[src/rtl/race_sequencer.sv]
// Sprint stopwatch race sequencer: conditions start/finish inputs, drives the flag
// command for servo_pwm and runs the millisecond race timer.
module race_sequencer #(
    parameter int TICK_DIV     = 25000,
    parameter int COUNTDOWN_MS = 3000,
    parameter int MIN_LAP_MS   = 500,
    parameter int TIMEOUT_MS   = 60000
) (
    input  logic        clk,
    input  logic        reset,
    input  logic        start_btn,
    input  logic        finish_in,
    input  logic        abort,
    output logic        comando_banderin,
    output logic [19:0] elapsed_ms,
    output logic [1:0]  state,
    output logic        race_done,
    output logic        timed_out
);
    // state     | meaning
    // IDLE      | flag down, last race time held, waiting for start
    // COUNTDOWN | flag up, counting COUNTDOWN_MS before "go"
    // RACING    | flag down, elapsed_ms counting, finish/timeout armed
    // FINISHED  | flag up, elapsed_ms frozen, waiting for a new start
    localparam logic [1:0] S_IDLE      = 2'd0;
    localparam logic [1:0] S_COUNTDOWN = 2'd1;
    localparam logic [1:0] S_RACING    = 2'd2;
    localparam logic [1:0] S_FINISHED  = 2'd3;

    localparam int PW = $clog2(TICK_DIV);
    localparam int CW = $clog2(COUNTDOWN_MS + 1);

    logic          start_meta, start_sync, start_prev;
    logic          finish_meta, finish_sync, finish_prev;
    logic [PW-1:0] prescaler;
    logic [CW-1:0] cd_cnt;

    logic          start_edge, finish_edge, tick, running, enter;
    logic [1:0]    state_nxt;
    logic          flag_nxt, tmo_nxt, done_nxt;
    logic [19:0]   elapsed_nxt, elapsed_inc;
    logic [CW-1:0] cd_nxt, cd_inc;

    assign start_edge  = start_sync & ~start_prev;
    assign finish_edge = finish_sync & ~finish_prev;
    assign tick        = (prescaler == PW'(TICK_DIV - 1));
    assign running     = (state == S_COUNTDOWN) || (state == S_RACING);
    assign elapsed_inc = elapsed_ms + 20'd1;
    assign cd_inc      = cd_cnt + CW'(1);

    always_comb begin
        state_nxt   = state;
        flag_nxt    = comando_banderin;
        elapsed_nxt = elapsed_ms;
        tmo_nxt     = timed_out;
        cd_nxt      = cd_cnt;
        enter       = 1'b0;
        case (state)
            S_IDLE: begin
                if (start_edge) begin
                    state_nxt   = S_COUNTDOWN;
                    flag_nxt    = 1'b1;
                    elapsed_nxt = '0;
                    cd_nxt      = '0;
                    enter       = 1'b1;
                end
            end
            S_COUNTDOWN: begin
                if (abort) begin
                    state_nxt = S_IDLE;
                    flag_nxt  = 1'b0;
                    tmo_nxt   = 1'b0;
                end else if (tick) begin
                    cd_nxt = cd_inc;
                    if (cd_inc == CW'(COUNTDOWN_MS)) begin
                        state_nxt = S_RACING;
                        flag_nxt  = 1'b0;
                        enter     = 1'b1;
                    end
                end
            end
            S_RACING: begin
                if (abort) begin
                    state_nxt = S_IDLE;
                    flag_nxt  = 1'b0;
                    tmo_nxt   = 1'b0;
                end else begin
                    // the tick still counts when a finish edge lands on it
                    if (tick) elapsed_nxt = elapsed_inc;
                    if (finish_edge && (elapsed_ms >= 20'(MIN_LAP_MS))) begin
                        state_nxt = S_FINISHED;
                        flag_nxt  = 1'b1;
                        tmo_nxt   = 1'b0;
                    end else if (tick && (elapsed_inc == 20'(TIMEOUT_MS))) begin
                        state_nxt = S_FINISHED;
                        flag_nxt  = 1'b1;
                        tmo_nxt   = 1'b1;
                    end
                end
            end
            default: begin
                if (abort) begin
                    state_nxt = S_IDLE;
                    flag_nxt  = 1'b0;
                    tmo_nxt   = 1'b0;
                end else if (start_edge) begin
                    state_nxt   = S_COUNTDOWN;
                    flag_nxt    = 1'b1;
                    elapsed_nxt = '0;
                    cd_nxt      = '0;
                    tmo_nxt     = 1'b0;
                    enter       = 1'b1;
                end
            end
        endcase
        done_nxt = (state_nxt == S_FINISHED) && (state != S_FINISHED);
    end

    always_ff @(posedge clk) begin
        if (reset) begin
            start_meta       <= 1'b0;
            start_sync       <= 1'b0;
            start_prev       <= 1'b0;
            finish_meta      <= 1'b0;
            finish_sync      <= 1'b0;
            finish_prev      <= 1'b0;
            prescaler        <= '0;
            cd_cnt           <= '0;
            state            <= S_IDLE;
            comando_banderin <= 1'b0;
            elapsed_ms       <= '0;
            race_done        <= 1'b0;
            timed_out        <= 1'b0;
        end else begin
            start_meta       <= start_btn;
            start_sync       <= start_meta;
            start_prev       <= start_sync;
            finish_meta      <= finish_in;
            finish_sync      <= finish_meta;
            finish_prev      <= finish_sync;
            if (enter || !running || tick) prescaler <= '0;
            else                           prescaler <= prescaler + PW'(1);
            cd_cnt           <= cd_nxt;
            state            <= state_nxt;
            comando_banderin <= flag_nxt;
            elapsed_ms       <= elapsed_nxt;
            race_done        <= done_nxt;
            timed_out        <= tmo_nxt;
        end
    end
endmodule

[config.mk]
export PLATFORM = sky130hd
export DESIGN_NAME = race_sequencer
export DESIGN_NICKNAME = d
export VERILOG_FILES = /design/src/rtl/race_sequencer.sv
export SDC_FILE = /design/constraint.sdc
export NUM_CORES = 1
export LEC_CHECK = 0
export CAP_MARGIN = 20
export CORE_MARGIN = 4
export CORE_UTILIZATION = 58
export DETAILED_ROUTE_END_ITERATION = 10
export GPL_ROUTABILITY_DRIVEN = 0
export PLACE_DENSITY = 0.8
export SYNTH_ARGS = -nofsm -noshare
export SYNTH_HDL_FRONTEND = slang
export SYNTH_SLANG_ARGS = --single-unit
[constraint.sdc]
create_clock -name clk -period 3.61 [get_ports clk]
set_input_delay 0.361 -clock clk [delete_from_list [all_inputs] [get_ports clk]]
set_output_delay 0.361 -clock clk [all_outputs]
set_load 0.01 [all_outputs]
==> flow_metrics.env, run 1 <==
export IMPL_status="finished clean"
export IMPL_syn_inst=429
export IMPL_yosys_warnings=0
export IMPL_cts_buffers=9
export IMPL_critPathKind="flop to flop"
export IMPL_antenna_found_initial=0
export IMPL_io_pins=30
export IMPL_p_leak_nw=1.23
export IMPL_cts_sinks=58
export IMPL_worst_pin_slew_ns=0.778
export IMPL_drive_above_1_share_pct=6.83
export IMPL_path_cells="ha_1, nand3_1, nor4_1, xor2_1, nand2_1, nor4_2, o21ai_1, a221oi_1"
export IMPL_crit_fanout=10
export IMPL_dp_hpwl_um=5600
export IMPL_clkLatencyLatePin_ns=0.34
export IMPL_ys_types=57
export IMPL_drc=0
export IMPL_drv_slew=0
export IMPL_end_kind="flop"
export IMPL_synthesis_area_um2=3380
export IMPL_synth_edf_count=0
export IMPL_die_y_um=84.4
export IMPL_finClkSkew_ns=0.0105
export IMPL_period_minus_slack_ns=3.00
export IMPL_postRouteAntennaNets=0
export IMPL_rows=27
export IMPL_fill_cells=455
export IMPL_cpPeakStageDelay_ns=0.59
export IMPL_finalCritPeriodShare_pct=83.1
export IMPL_dr_pass1_iters=5
export IMPL_start_util_pct=60.7
export IMPL_post_cts_setup_buffers=0
export IMPL_crit_path_start_kind="flop"
export IMPL_cts_tree="built"
export IMPL_viasPerCell=6.30
export IMPL_worstPathRequired_ns=3.85
export IMPL_grt_overflow=0
export IMPL_htreeDepth=3
export IMPL_hold_path_cell_count=1
export IMPL_syn_num_nets=443
export IMPL_ir_drop_v=0.000363
export IMPL_arrival_ns=3.24
export IMPL_endpoint="state[1]"
export IMPL_fin_nets=464
export IMPL_grt_pass1_wl_um=14200
export IMPL_powerDensity_nw_per_um2=342
export IMPL_syn_avg_cell_area_um2=7.89
export IMPL_synth_ff_type="dfxtp_1"
export IMPL_crit_reg2reg_capture="state[1]"
export IMPL_async_reset_ff_share_pct=0
export IMPL_antenna_cells=0
export IMPL_grt_max_degree=38
export IMPL_die_w_um=84.4
export IMPL_fin_tns_setup_ns=0
export IMPL_yosys_area_top_type_share_pct=34.3
export IMPL_synth_area_top_cells="dfxtp_1, nor2_1, o21ai_0, a21oi_1, nand2_1"
export IMPL_r2r_start="elapsed_ms[0]"
export IMPL_cts_root_buf="clkbuf_8"
export IMPL_drt_iter0_drc=295
export IMPL_clkTransAtPathRegs_ns=0.07
export IMPL_hold_violations=0
export IMPL_track_usage_pct=24.3
export IMPL_area_delta_synth_final_pct=15.5
export IMPL_cp_startpoint="elapsed_ms[0]"
export IMPL_holdCritPathClass="flop to flop"
export IMPL_setup_violations=0
export IMPL_hold_buffers=0
export IMPL_synth_top_area_cell="dfxtp_1"
export IMPL_clk_path_buf_depth=2
export IMPL_clock_fmax_mhz=333
export IMPL_synth_seq_area_share_pct=34.3
export IMPL_wirelength_um=8380
export IMPL_r2r_slack_ns=0.61
export IMPL_numPortBuffers=29
export IMPL_rsz0062_at_grt="false"
export IMPL_yosys_register_bits=58
export IMPL_cpMaxStageDelayCell="nor4_1"
export IMPL_regArea_um2=1160
export IMPL_relSlewSlack_pct=47.7
export IMPL_multiInputGateArea_um2=2090
export IMPL_die_area_um2=7120
export IMPL_coreArea_um2=5570
export IMPL_whs_ns=0.446
export IMPL_grt_pass1_vias=3028
export IMPL_cts_resized=0
export IMPL_wl_per_cell_um=15.9
export IMPL_drv_cap=0
export IMPL_vias=3314
export IMPL_r2r_cells=8
==> per-layer routing <==
layer | global-route usage [%] | vias to the layer above | routed length [um] | share of wire (%)
li1 | - | 1601 | - | -
met1 | 32.9 | 1531 | 3740 | 45
met2 | 36.1 | 152 | 3660 | 44
met3 | 6.48 | 30 | 689 | 8.2
met4 | 11.4 | 0 | 291 | 3.5
met5 | 0 | - | 0 | 0
==> cells in the mapped netlist, types with 9 or more instances <==
cell      instances
nor2_1           51
clkbuf_1         23
o21ai_0          32
a311oi_1         10
a21oi_1          31
nand3_1          18
dfxtp_1          58
nor3_1            9
or3_1            12
xnor2_1          10
ha_1              9
nor2b_1          14
nand2_1          34
==> registers in the layout, summed over array words and instances (netlist names) <==
signal	flops
finish_sync	1
state	2
elapsed_ms	20
race_done	1
start_meta	1
timed_out	1
cd_cnt	12
finish_prev	1
prescaler	15
start_prev	1
start_sync	1
finish_meta	1
comando_banderin	1
==> layout make-up <==
class	instances	share of cell area, %
inverter	8	0.768
clock inverter	2	0.897
clock buffer	13	4.32
tap	72	2.31
timing repair buffer	34	8.39
sequential	58	29.7
multi-input combinational	339	53.6
==> worst min path at each step <==
stage / from / endpoint / slack, ns
floorplan: finish_meta / finish_sync / 0.41
global placement: start_meta / start_sync / 0.42
detailed placement: start_meta / start_sync / 0.43
CTS: start_meta / start_sync / 0.45
global route: start_meta / start_sync / 0.46
finish: start_meta / start_sync / 0.45
==> power breakdown <==
group | internal [mW] | leakage, nW | total [mW] | switching (mW)
registers | 0.644 | 0.468 | 0.647 | 0.00309
clock network | 0.371 | 0.106 | 0.633 | 0.262
logic | 0.0212 | 0.653 | 0.0575 | 0.0364
total | 1.04 | 1.23 | 1.34 | 0.301
==> logic make-up (layout without fill, tap and decap cells) <==
family	Yosys count	count (layout)	synth area share, %
AO/OA/AOI/OAI	107	107	20.6
flip-flops	58	58	34.3
adder cells (fa/ha/maj)	9	9	3.33
buffers and inverters	32	57	3.77
XOR/XNOR	18	18	4.66
multiplexers	6	6	1.81
AND/OR/NAND/NOR	199	199	31.5
==> placed cells by master, fill, tap and decap left out, types with 5 or more instances in the layout <==
| cell | Yosys | layout |
|---|---|---|
| nor2_1 | 51 | 51 |
| inv_1 | 7 | 7 |
| a311oi_1 | 10 | 10 |
| xor2_1 | 8 | 8 |
| clkdlybuf4s50_1 | 0 | 29 |
| a31oi_1 | 7 | 7 |
| o21ai_0 | 32 | 32 |
| nand3_1 | 18 | 18 |
| dfxtp_1 | 58 | 58 |
| nor2b_1 | 14 | 14 |
| nand4_1 | 8 | 8 |
| ha_1 | 9 | 9 |
| or3_1 | 12 | 12 |
| and3_1 | 5 | 5 |
| xnor2_1 | 10 | 10 |
| nand2b_1 | 6 | 6 |
| buf_4 | 0 | 5 |
| a21oi_1 | 31 | 31 |
| nand2_1 | 34 | 34 |
| mux2i_1 | 5 | 5 |
| clkbuf_8 | 0 | 12 |
| and2_1 | 8 | 8 |
| nand3b_1 | 6 | 6 |
| and4_1 | 5 | 5 |
| nor3_1 | 9 | 9 |
==> worst max-delay path, delay by kind of cell (launching register included) <==
| family | cells | cell delay [ns] |
|---|---|---|
| and+or+nand+nor | 4 | 1.38 |
| DFF | 1 | 0.49 |
| AOI/OAI and AO/OA | 2 | 0.48 |
| adders and majority gates | 1 | 0.35 |
| xor gates and xnor gates | 1 | 0.19 |
==> through the flow <==
| step | setup slack (ns) | cell area [um^2] | power, mW | cells | util, % |
|---|---|---|---|---|---|
| finish | 0.609 | 3910 | 1.34 | 526 | 70.1 |
| global route | 0.246 | 3910 | 1.38 | 526 | 70.1 |
| CTS | 0.660 | 3900 | 1.34 | 525 | 70.0 |
| detailed placement | 0.707 | 3700 | 0.717 | 510 | 66.3 |
| global placement | 0.829 | 3700 | 0.716 | 510 | 66.3 |
| floorplan | 0.876 | 3380 | 0.697 | 429 | - |
No activity file was read; power rests on OpenSTA's default activity.
==> run 2: changes to the inputs <==
--- a/config.mk
+++ b/config.mk
@@ -7,10 +7,10 @@
 export LEC_CHECK = 0
 export CAP_MARGIN = 20
 export CORE_MARGIN = 4
-export CORE_UTILIZATION = 58
+export CORE_UTILIZATION = 52
 export DETAILED_ROUTE_END_ITERATION = 10
 export GPL_ROUTABILITY_DRIVEN = 0
-export PLACE_DENSITY = 0.8
+export PLACE_DENSITY = 0.76
 export SYNTH_ARGS = -nofsm -noshare
 export SYNTH_HDL_FRONTEND = slang
 export SYNTH_SLANG_ARGS = --single-unit
==> constraint.sdc (replaced) <==
create_clock -name clk -period 2.5 [get_ports clk]
set_input_delay 0.25 -clock clk [delete_from_list [all_inputs] [get_ports clk]]
set_output_delay 0.25 -clock clk [all_outputs]
set_load 0.01 [all_outputs]
==> run 2 against run 1 <==
  * The run now ends with negative setup slack left
  * Sequential cell count stayed put
  * Critical endpoint unchanged
  * Critical path depth is the same
  * Combinational power grew 76%
  * Routed wire length increased by 18%
  * Sequential power is 44% higher
  * Highest routed layer unchanged
  * Die area rose by 10%
  * Setup slack got worse by 0.77 ns
  * Sequential share of layout area down 3.4 points
  * Register-to-register slack worse by 0.77 ns
==> flow_metrics.env, run 2 (synthesis results as in run 1) <==
export IMPL_ir_drop_v=0.000482
export IMPL_powerDensity_nw_per_um2=460
export IMPL_start_util_pct=53.3
export IMPL_r2r_slack_ns=-0.16
export IMPL_crit_path_start_kind="flop"
export IMPL_drt_iter0_drc=309
export IMPL_place_area_um2=3980
export IMPL_clkTransAtPathRegs_ns=0.08
export IMPL_postRouteAntennaNets=0
export IMPL_die_y_um=88.7
export IMPL_violations="negative setup slack"
export IMPL_drc=0
export IMPL_track_usage_pct=25.2
export IMPL_finClkSkew_ns=0.00823
export IMPL_worst_pin_slew_ns=0.603
export IMPL_switchingPower_uw=483
export IMPL_crit_fanout=7
export IMPL_relSlewSlack_pct=59.8
export IMPL_reg_top3="elapsed_ms: 20 flops, prescaler: 15 flops, cd_cnt: 12 flops"
export IMPL_r2r_start="prescaler[9]"
export IMPL_holdCritPathClass="flop to flop"
export IMPL_drv_slew=0
export IMPL_grt_max_degree=37
export IMPL_setup_violations=17
export IMPL_mostFrequentLayoutCells="dfxtp_1, nor2_1, buf_4"
export IMPL_r2r_cells=8
export IMPL_cts_tree="built"
export IMPL_io_pins=30
export IMPL_antenna_cells=0
export IMPL_p_seq_share_pct=45.8
export IMPL_crit_reg2reg_capture="state[1]"
export IMPL_htreeDepth=3
export IMPL_clkLatencyLatePin_ns=0.35
export IMPL_hold_buffers=0
export IMPL_cts_root_buf="clkbuf_8"
export IMPL_numPortBuffers=29
export IMPL_cp_startpoint="prescaler[9]"
export IMPL_cts_buffers=9
export IMPL_end_kind="flop"
export IMPL_wirelength_um=9870
export IMPL_arrival_ns=2.93
export IMPL_power_frac_clock_pct=49.3
export IMPL_drive_above_1_share_pct=20.7
export IMPL_whs_ns=0.439
export IMPL_worstPathRequired_ns=2.78
export IMPL_die_area_um2=7860
export IMPL_layout_setup_ws_ns=-0.156
export IMPL_period_minus_slack_ns=2.66
export IMPL_p_leak_nw=1.47
export IMPL_swShare_pct=23.7
export IMPL_dr_pass1_iters=5
export IMPL_p_int_mw=1.56
export IMPL_cts_sinks=58
export IMPL_drv_cap=0
export IMPL_status="finished with violations"
export IMPL_dp_hpwl_um=6430
export IMPL_wl_per_cell_um=17.3
export IMPL_die_w_um=88.7
export IMPL_finalCritPeriodShare_pct=106
export IMPL_clock_fmax_mhz=376
export IMPL_grt_pass1_vias=3248
export IMPL_fin_nets=502
export IMPL_rows=29
export IMPL_coreArea_um2=6350
export IMPL_area_delta_synth_final_pct=31.1
export IMPL_hold_violations=0
export IMPL_dp_slack_ns=-0.117
export IMPL_grt_pass1_wl_um=15400
export IMPL_rsz0062_at_grt="true"
export IMPL_endpoint="state[1]"
export IMPL_regMostFlops="elapsed_ms"
export IMPL_clk_path_buf_depth=2
export IMPL_finalPower_mw=2.04
export IMPL_fin_util_pct=69.9
export IMPL_final_area_um2=4440
export IMPL_viasPerCell=6.34
export IMPL_final_common_cell="dfxtp_1"
export IMPL_critPathKind="flop to flop"
export IMPL_vias=3614
export IMPL_largest_register_ffs=20
export IMPL_grt_overflow=0
export IMPL_antenna_found_initial=0
export IMPL_pwr_share_comb_pct=4.9
## run 2: cell count changes in the layout (fill, tap and decap cells not counted), moves of 3 or more
cell     change
buf_4       +35
a21oi_1      -4
dfxtp_1      -4
dfxtp_2      +4
nor2_1       -4
o21ai_0      -4
a21oi_2      +3
nor3_1       -3
nor3_2       +3
nor4_4       +3
or2_4        +3
## run 2: metrics by stage
step	TNS (ns)	cells
floorplan	-0.0677	429
global placement	-0.0844	548
detailed placement	-0.370	548
CTS	-0.478	566
global route	-2.51	570
finish	-1.29	570
## run 2: power groups by stage
stage / logic (mW) / registers (mW) / clock network [mW]
detailed placement: 0.0820 / 0.955 / 0
finish: 0.101 / 0.934 / 1.01
CTS: 0.0860 / 0.934 / 1.01
global placement: 0.0801 / 0.955 / 0
global route: 0.107 / 0.934 / 1.06
floorplan: 0.0506 / 0.955 / 0
## run 2: worst max-delay path, cell delays in order (launching register included)
cell	delay [ns]
dfxtp_2	0.33
or4_4	0.52
or4_4	0.50
or4_4	0.47
buf_6	0.14
nor4_4	0.18
buf_4	0.17
a21oi_2	0.04
a221oi_2	0.23
## run 2: layout make-up
class	count	area, um^2
Clock buffer	10	138
Clock inverter	6	90.1
Fill cell	486	1910
Inverter	8	30.0
Multi-Input combinational cell	340	2300
Sequential cell	58	1170
Tap cell	77	96.3
Timing Repair Buffer	71	613
## run 2: layer usage
metal / track usage [%] / routed length [um] / vias to the layer above
li1: - / - / 1686
met1: 32.8 / 4110 / 1703
met2: 39.9 / 4620 / 183
met3: 6.33 / 807 / 42
met4: 10.0 / 331 / 0
met5: 0 / 0 / -
## run 2: timing repair
action,CTS,global route
endpoints found under the setup margin,9,30
buffers inserted,2,3
cloned,0,1
resized for setup,6,37
pin swaps,5,12
## run 2: worst min-delay path by stage
stage | from | endpoint | slack (ns) | cells past startpoint
global placement | finish_meta | finish_sync | 0.43 | 1
finish | finish_meta | finish_sync | 0.44 | 1
detailed placement | finish_meta | finish_sync | 0.43 | 1
CTS | finish_in | finish_meta | 0.44 | 2
floorplan | finish_in | finish_meta | 0.38 | 1
global route | finish_in | finish_meta | 0.45 | 2
==> run 3: changes to the inputs <==
--- a/config.mk
+++ b/config.mk
@@ -11,6 +11,7 @@
 export DETAILED_ROUTE_END_ITERATION = 10
 export GPL_ROUTABILITY_DRIVEN = 0
 export PLACE_DENSITY = 0.76
+export SKIP_CTS_REPAIR_TIMING = 1
 export SYNTH_ARGS = -nofsm -noshare
 export SYNTH_HDL_FRONTEND = slang
 export SYNTH_SLANG_ARGS = --single-unit
==> constraint.sdc (replaced) <==
create_clock -name clk -period 2.5 [get_ports clk]
set_input_delay 0.25 -clock clk [delete_from_list [all_inputs] [get_ports clk]]
set_output_delay 0.25 -clock clk [all_outputs]
set_load 0.005 [all_outputs]
==> run 3 against run 2 <==
  * The run still ends with negative setup slack left
  * Register-to-register slack improved by 0.12 ns
  * Global-route usage is 1.4 points lower
  * Cell count decreased by 0.88%
  * Clock skew up 0.00069 ns
  * Clock power about the same
  * Combinational power down 12%
  * Setup slack better by 0.12 ns
  * Critical endpoint is now comando_banderin
  * Design area shrank 3.0%
==> flow_metrics.env, run 3 (synthesis results as in run 1) <==
export IMPL_status="finished with violations"
export IMPL_grt_use_met3_pct=5.03
export IMPL_cp_startpoint="prescaler[9]"
export IMPL_period_minus_slack_ns=2.53
export IMPL_cts_tree="built"
export IMPL_crit_path_start_kind="flop"
export IMPL_drive_above_1_share_pct=18.2
export IMPL_finalCritPeriodShare_pct=101
export IMPL_switchingPower_uw=481
export IMPL_use_met2_pct=36.2
export IMPL_relSlewSlack_pct=68.2
export IMPL_fin_nets=497
export IMPL_largest_register_ffs=20
export IMPL_clock_fmax_mhz=395
export IMPL_rsz0062_at_grt="true"
export IMPL_fill_cells=526
export IMPL_reg_top3="elapsed_ms: 20 flops, prescaler: 15 flops, cd_cnt: 12 flops"
export IMPL_postRouteAntennaNets=0
export IMPL_critPathKind="flop to flop"
export IMPL_dp_slack_ns=-0.132
export IMPL_drt_iter0_drc=344
export IMPL_clkLatencyLatePin_ns=0.35
export IMPL_pwr_share_comb_pct=4.4
export IMPL_violations="negative setup slack"
export IMPL_dp_hpwl_um=6250
export IMPL_die_w_um=88.7
export IMPL_wl_per_cell_um=16.1
export IMPL_grt_max_degree=37
export IMPL_finalPower_mw=2.01
export IMPL_grtUsageMet1_pct=32.2
export IMPL_power_frac_clock_pct=49.2
export IMPL_layout_setup_ws_ns=-0.0322
export IMPL_grt_pass1_wl_um=14600
export IMPL_swShare_pct=23.9
export IMPL_final_area_um2=4310
export IMPL_hold_violations=0
export IMPL_cts_buffers=9
export IMPL_powerDensity_nw_per_um2=468
export IMPL_whs_ns=0.441
export IMPL_holdCritPathClass="flop to flop"
export IMPL_cts_sinks=58
export IMPL_antenna_cells=0
export IMPL_area_delta_synth_final_pct=27.3
export IMPL_top_usage_layer="met2"
export IMPL_crit_fanout=4
export IMPL_cts_root_buf="clkbuf_8"
export IMPL_end_kind="flop"
export IMPL_ir_drop_v=0.000589
export IMPL_place_area_um2=3980
export IMPL_antenna_found_initial=0
export IMPL_p_leak_nw=1.43
export IMPL_viasPerCell=6.18
export IMPL_coreArea_um2=6350
export IMPL_p_seq_share_pct=46.4
export IMPL_worst_pin_slew_ns=0.476
export IMPL_start_util_pct=53.3
export IMPL_drv_cap=0
export IMPL_r2r_start="prescaler[9]"
export IMPL_mostFrequentLayoutCells="dfxtp_1, nor2_1, buf_4"
export IMPL_die_area_um2=7860
export IMPL_wirelength_um=9100
export IMPL_setup_violations=5
export IMPL_finClkSkew_ns=0.00892
export IMPL_drc=0
export IMPL_clk_path_buf_depth=2
export IMPL_arrival_ns=2.78
export IMPL_numPortBuffers=29
export IMPL_fin_tns_setup_ns=-0.0872
export IMPL_worstPathRequired_ns=2.75
export IMPL_clkTransAtPathRegs_ns=0.07
export IMPL_drv_slew=0
export IMPL_io_pins=30
export IMPL_rows=29
export IMPL_track_usage_pct=23.8
export IMPL_final_common_cell="dfxtp_1"
export IMPL_p_int_mw=1.53
export IMPL_min_from="start_meta"
export IMPL_regMostFlops="elapsed_ms"
export IMPL_grt_overflow=0
export IMPL_htreeDepth=3
export IMPL_grt_pass1_vias=3030
export IMPL_dr_pass1_iters=5
export IMPL_vias=3492
export IMPL_die_y_um=88.7
[run 3: power groups by stage]
stage | Sequential (mW) | Combinational (mW) | Clock (mW)
final | 0.934 | 0.0887 | 0.991
after global routing | 0.934 | 0.0975 | 1.05
after CTS | 0.934 | 0.0815 | 1.01
after detailed placement | 0.955 | 0.0809 | 0
after global placement | 0.955 | 0.0794 | 0
after floorplan | 0.954 | 0.0506 | 0
[run 3: metrics by stage]
| stage | utilization [%] | cells |
|---|---|---|
| 6_report | 67.8 | 565 |
| 5_1_grt | 67.8 | 565 |
| 4_1_cts | 66.2 | 565 |
| 3_5_place_dp | 62.7 | 549 |
| 3_3_place_gp | 62.7 | 549 |
| 2_1_floorplan | - | 429 |
[run 3: worst paths after layout]
check                     end  slack, ns  depth (start not counted)
min reg2reg        start_sync       0.44                          1
min                start_sync       0.44                          1
max reg2reg  comando_banderin      -0.03                          8
max          comando_banderin      -0.03                          8
[run 3: critical path, stage by stage, from the launching register on]
cell	delay (ns)
dfxtp_2	0.33
or4_1	0.51
or4_4	0.47
a2111oi_4	0.23
o2111ai_2	0.18
nor4_4	0.28
buf_4	0.19
nor2_1	0.04
o221a_1	0.21
[run 3: area by class of cell]
cell class | count | area, um^2 | share of cell area [%]
Sequential cell | 58 | 1170 | 27.1
Multi-Input combinational cell | 339 | 2210 | 51.3
Clock inverter | 7 | 103 | 2.38
Inverter | 8 | 30.0 | 0.697
Clock buffer | 9 | 124 | 2.88
Timing Repair Buffer | 67 | 576 | 13.4
Tap cell | 77 | 96.3 | 2.24
[run 3: per-layer routing]
| metal | vias to the layer above | share of wire (%) |
|---|---|---|
| met2 | 156 | 47 |
| met4 | 0 | 2.1 |
| met5 | - | 0 |
| li1 | 1681 | - |
| met3 | 20 | 6.8 |
| met1 | 1635 | 44 |
